### config.mk
export PLATFORM = sky130hd
export DESIGN_NAME = cv32e40p_cg_ctrl
export DESIGN_NICKNAME = d
export VERILOG_FILES = /design/src/rtl/cv32e40p_cg_ctrl.sv
export SDC_FILE = /design/constraint.sdc
export NUM_CORES = 1
export LEC_CHECK = 0
export ABC_AREA = 1
export CAP_MARGIN = 20
export CELL_PAD_IN_SITES_DETAIL_PLACEMENT = 0
export CELL_PAD_IN_SITES_GLOBAL_PLACEMENT = 2
export CORE_UTILIZATION = 23
export DETAILED_ROUTE_END_ITERATION = 10
export GPL_ROUTABILITY_DRIVEN = 0
export PLACE_DENSITY_LB_ADDON = 0.1
export SLEW_MARGIN = 15
export SYNTH_ARGS = -nofsm -noshare
export SYNTH_HDL_FRONTEND = slang
export SYNTH_SLANG_ARGS = --single-unit
### constraint.sdc
create_clock -name clk_i -period 1 [get_ports clk_i]
set_input_delay 0.1 -clock clk_i [delete_from_list [all_inputs] [get_ports clk_i]]
set_output_delay 0.1 -clock clk_i [all_outputs]
set_load 0.02 [all_outputs]
### src/rtl/cv32e40p_cg_ctrl.sv
// cv32e40p_cg_ctrl: per-domain clock-gate controller with idle hysteresis, wake settle and force-on
module cv32e40p_cg_ctrl #(
   parameter int unsigned        NUM_CH    = 2,
   parameter int unsigned        IDLE_HOLD = 4,
   parameter int unsigned        WAKE_LAT  = 1,
   parameter logic [NUM_CH-1:0]  RESET_ON  = '1
) (
   input  logic              clk_i,
   input  logic              rst_ni,
   input  logic              scan_cg_en_i,
   input  logic [NUM_CH-1:0] busy_i,
   input  logic [NUM_CH-1:0] wake_i,
   input  logic [NUM_CH-1:0] force_on_i,
   output logic [NUM_CH-1:0] clk_en_o,
   output logic [NUM_CH-1:0] ready_o,
   output logic [NUM_CH-1:0] gated_o,
   output logic              all_gated_o
);
   localparam int unsigned MAX_LD = (IDLE_HOLD > WAKE_LAT) ? IDLE_HOLD : WAKE_LAT;
   localparam int unsigned CW = (MAX_LD < 2) ? 1 : $clog2(MAX_LD + 1);
   localparam logic [CW-1:0] HOLD_LD = CW'((IDLE_HOLD > 0) ? IDLE_HOLD - 1 : 0);
   localparam logic [CW-1:0] WAKE_LD = CW'((WAKE_LAT > 0) ? WAKE_LAT - 1 : 0);

   typedef enum logic [1:0] {RUN = 2'b00, HOLD = 2'b01, OFF = 2'b10, WAKE = 2'b11} state_e;

   for (genvar i = 0; i < NUM_CH; i++) begin : g_ch
      state_e        st, st_nxt;
      logic [CW-1:0] cnt, cnt_nxt;
      logic          act;

      assign act = busy_i[i] | wake_i[i] | force_on_i[i];

      // state and counter registers; reset picks RUN or OFF per channel
      always_ff @(posedge clk_i or negedge rst_ni) begin
         if (!rst_ni) begin
            st  <= RESET_ON[i] ? RUN : OFF;
            cnt <= '0;
         end else begin
            st  <= st_nxt;
            cnt <= cnt_nxt;
         end
      end

      // next state: idle countdown in HOLD, unconditional settle countdown in WAKE
      always_comb begin
         st_nxt  = st;
         cnt_nxt = cnt;
         case (st)
            RUN:
               if (!act) begin
                  st_nxt  = (IDLE_HOLD == 0) ? OFF : HOLD;
                  cnt_nxt = HOLD_LD;
               end
            HOLD:
               if (act) st_nxt = RUN;
               else if (cnt == '0) st_nxt = OFF;
               else cnt_nxt = cnt - CW'(1);
            OFF:
               if (act) begin
                  st_nxt  = (WAKE_LAT == 0) ? RUN : WAKE;
                  cnt_nxt = WAKE_LD;
               end
            WAKE:
               if (cnt == '0) st_nxt = RUN;
               else cnt_nxt = cnt - CW'(1);
            default: st_nxt = RUN;
         endcase
      end

      assign clk_en_o[i] = (st != OFF) | scan_cg_en_i;
      assign ready_o[i]  = (st == RUN) | (st == HOLD);
      assign gated_o[i]  = (st == OFF);
   end

   assign all_gated_o = &gated_o;
endmodule

== Yosys cells after proc, flatten, opt, wreduce, memory -nomap -nowiden ==
Index checks and enable logic that the tools add are counted.
W data, S select, Z words.

* $add $sub $neg: 2
* Multiply operators: 0
* Div/mod/pow operators: 0
* $lt $le $gt $ge: 0
* Equal/unequal tests: 18
* Shift operators: 0
* Muxes and demuxes: 22
* Bitwise gates (word level): 8
* Reduce and logical (&&, ||, !) cells: 9

{| class="wikitable"
|+ Operators by type and width
! kind !! count
|-
| $mux W3 || 8
|-
| $pmux W3 S4 || 2
|-
| $mux W2 || 10
|-
| $ne A2 B2 Y1 const B || 8
|-
| $pmux W2 S4 || 2
|-
| $eq A2 B2 Y1 const B || 4
|-
| $or A1 B1 Y1 || 8
|-
| $reduce_and A4 Y1 || 2
|-
| $logic_not A3 Y1 || 2
|-
| $ne A3 B3 Y1 const B || 2
|-
| $reduce_and A3 Y1 || 2
|-
| $sub A3 B1 Y3 const B || 2
|-
| $eq A2 B1 Y1 const B || 2
|-
| $logic_not A2 Y1 || 2
|-
| $ne A2 B1 Y1 const B || 2
|-
| $reduce_and A2 Y1 || 1
|}

* Flip-flop bits (word level): 10
* Bits in latches: 0
* RAM bits: 0
* Bits in read-only memories: 0
* Input bits: 9
* Output and inout bits: 7
* Logic and storage cells: 63
* Memories kept: 0

== Depth between registers and ports, before layout ==
* Word-level depth: 4
* Mapped depth: 7

== Worst setup path before layout ==
No wires, ideal clock.

* Path type: reg-to-output
* From: register g_ch[1].st[0]
* To: output all_gated_o
* Arrival: 0.983 ns
* Path slack: -0.083 ns
* Stages on the path, launching flop included: 4
* Buffers on the path: 0
* Cell sequence: dfrtp_1 inv_2 nand2_2 nor3_1

* Longest elaborated chain between the ends: 2

{| class="wikitable"
|+ RTL lines
! element !! line !! source
|-
| from (decl) || 27 || <nowiki>state_e st, st_nxt;</nowiki>
|-
| from (signal assigned) || 36 || <nowiki>st <= RESET_ON[i] ? RUN : OFF;</nowiki>
|-
| from (signal assigned) || 39 || <nowiki>st <= st_nxt;</nowiki>
|-
| $eq A2 B2 Y1 || 72 || <nowiki>assign gated_o[i] = (st == OFF);</nowiki>
|-
| $reduce_and A2 Y1 || 75 || <nowiki>assign all_gated_o = &gated_o;</nowiki>
|-
| to (decl) || 17 || <nowiki>output logic all_gated_o</nowiki>
|}

No other way between the ends.

== Final worst setup path ==
* From: register g_ch[0].st[0]
* To: output clk_en_o[0]

* Longest elaborated chain between the ends: 2

{| class="wikitable"
|+ RTL lines
! element !! line !! source
|-
| from (decl) || 27 ||
|-
| from (signal assigned) || 36 ||
|-
| from (signal assigned) || 39 ||
|-
| $ne A2 B2 Y1 || 70 || <nowiki>assign clk_en_o[i] = (st != OFF) | scan_cg_en_i;</nowiki>
|-
| $or A1 B1 Y1 || 70 ||
|-
| to (decl) || 14 || <nowiki>output logic [NUM_CH-1:0] clk_en_o,</nowiki>
|}

No other way between the ends.

==> flow_summary.yaml <==
pwr:
  p_int_mw: 1.64
  p_leak_nw: 0.565
  power_density_nw_per_um2: 2270
  p_comb_share_pct: 63.7
  seqPwrFrac_pct: 23.4
  switching_share_pct: 39.9
  pwr-share-clk_pct: 13.0
  ir_worst_vdd_uv: 1660
  power.switching_mw: 1.09
  totalPowerFinal_mw: 2.72
global_routing:
  antenna_found_initial: 0
  grt_pass1_wl_um: 2690
  grt_max_degree: 11
  grtUsageMet1_pct: 15.2
  grt_use_met3_pct: 4.92
  met2_usage_pct: 16.5
  grtUsageTotal_pct: 11.2
  top_usage_layer: "met2"
  grt-ovfl-total: 0
  grt_pass1_vias: 621
run_status:
  violations: "setup timing"
  outcome: "complete, but fails checks"
floorplanning:
  die_h_um: 55.5
  die_w_um: 55.5
  start_util_pct: 24.1
  core_area_um2: 2730
  io_pins: 16
  dieArea_um2: 3090
  num_rows: 19
synth:
  ys_seq_area_share_pct: 38.0
  synth_nets: 101
  synth-seq-cells: 10
  netlist_instances: 88
  ys_warn_count: 0
  ys_types: 16
  syn_area_um2: 659
  synth_area_leader_cell: "dfrtp_1"
  synth_top_area_share_pct: 38.0
  avgSynthCellArea_um2: 7.49
  synthTopCellsByArea: "dfrtp_1 38%, nand2_1 15%, inv_1 9.1%, ha_1 7.6%, nand3_2 7.6%"
sta:
  relSlewSlack_pct: 88.1
  slew_violations: 0
  worst_pin_slew_ns: 0.179
  rsz0062_at_grt: "yes"
  skew_ns: 0.00496
  fin_ws_ns: -0.157
  setup_violations: 16
  finalCriticalPeriod_ns: 1.16
  period_share_pct: 116
  fmax_mhz: 864
  finalHoldViolCount: 0
routing:
  firstDrtPassIters: 4
  viasPerCell: 4.11
  postRouteAntennaNets: 0
  wl_um: 1580
  routed-via-count: 649
  drc: 0
  wl_per_cell_um: 10.0
  drt-initial-drc-count: 7
place:
  hpwl_um: 1130
  portBuffers: 15
  dp_cells: 148
layout:
  fillCellCount: 272
  fin_nets: 141
  drive_gt1_share_pct: 56.7
  area_delta_synth_final_pct: 81.6
  diodes: 0
  layoutNonFillerInstCount: 158
setup_path:
  critPathCaptureType: "primary output"
  crit_type: "register to primary output"
  crit_fanout: 3
  critPathRequiredTime_ns: 0.90
  cp_data_arrival_time_ns: 1.06
  slowest_stage: "dfrtp_2"
  cpPeakStageDelay_ns: 0.44
  cp_cell_sequence: "nor2_4 -> nand2_1 -> buf_6"
  start_kind: "register"
cts:
  cts_tree: "done"
  cts_num_sinks: 10
  cts_buffers: 3
  cts_max_level: 1
  cts.clk_slew.worst_paths_ns: 0.07
  clock_latency_ns: 0.26
  clockBufferDepth: 2
  root_buffer: "clkbuf_4"
run:
  drv_cap: 0
hold_path:
  hold_path_class: "primary input to async pin"
## stage by stage
| stage | util (%) | hold WS (ns) | cell area (µm²) | TNS, ns | setup WS [ns] |
|---|---|---|---|---|---|
| after floorplan | - | -0.196 | 669 | -0.0714 | -0.0366 |
| after global placement | 35.2 | 0.411 | 963 | -3.65 | -0.341 |
| after detailed placement | 35.2 | 0.408 | 963 | -3.71 | -0.342 |
| after CTS | 40.5 | 0.124 | 1110 | -1.36 | -0.152 |
| after global routing | 43.8 | 0.124 | 1200 | -2.35 | -0.221 |
| final | 43.8 | 0.125 | 1200 | -1.27 | -0.157 |
## cell type report
class	instances	area (µm²)	share of cell area, %
Multi-Input combinational cell	59	472	39.4
Timing Repair Buffer	35	324	27.1
Sequential cell	10	253	21.1
Inverter	19	73.8	6.17
Tap cell	31	38.8	3.24
Clock buffer	4	36.3	3.03
## worst paths after layout
kind                           startpoint        endpoint  slack (ns)  depth (start not counted)
min in group clk_i         g_ch[0].cnt[1]  g_ch[0].cnt[1]        0.50                          2
min                                rst_ni       async pin        0.13                          2
max                         g_ch[0].st[0]     clk_en_o[0]       -0.16                          3
min reg2reg                g_ch[0].cnt[1]  g_ch[0].cnt[1]        0.50                          2
max reg2reg                 g_ch[1].st[0]        register       -0.09                          5
max in group asynchronous          rst_ni   g_ch[0].st[0]        0.72                          2
## layer usage
metal | up-vias | part of all wire (%)
met5 | - | 0
met4 | 0 | 0.89
met3 | 2 | 4.9
met2 | 18 | 44
met1 | 279 | 50
li1 | 350 | -
## power by group through the flow
stage	clock network, mW	registers [mW]	logic (mW)
floorplan	0	0.620	0.653
global placement	0	0.619	1.17
detailed placement	0	0.621	1.17
CTS	0.370	0.622	1.45
global route	0.386	0.656	1.92
finish	0.353	0.637	1.73
## critical path, delay by kind of cell, from the launching register on
kind | cells | cell delay (ns)
buffers and inverters | 1 | 0.13
DFF | 1 | 0.44
and+or+nand+nor | 2 | 0.23
## cells in the final DEF, fill, tap and decap left out, drive strengths merged
master,instances
dfrtp,10
a21oi,4
clkdlybuf4s50,8
nor3,1
o21a,1
buf,27
nand2,29
clkbuf,4
inv,19
o21ai,6
nand3,10
ha,4
nor2,4
## synth_stat cells
master / count
dfrtp_1: 10
nand3_2: 5
o21ai_1: 1
o21a_1: 1
ha_1: 4
nor2_4: 1
nand3_1: 5
nand2_1: 26
a21oi_2: 1
nand2_2: 3
nor3_1: 1
nor2_2: 3
a21oi_1: 3
o21ai_0: 5
inv_2: 3
inv_1: 16
## repair_timing
action	CTS	global route
pin swaps	6	10
setup endpoints to repair	17	17
buffers inserted	4	2
gates resized for setup	59	24
hold buffers	0	0
## kinds of logic after synthesis
group                    after synthesis  synth area share (%)
flip-flops                            10                  38.0
adder cells (fa/ha/maj)                4                  7.59
buffers and inverters                 19                  10.8
AO/OA/AOI/OAI                         11                  9.30
AND/OR/NAND/NOR                       44                  34.3
No activity file was read; power rests on OpenSTA's default activity.
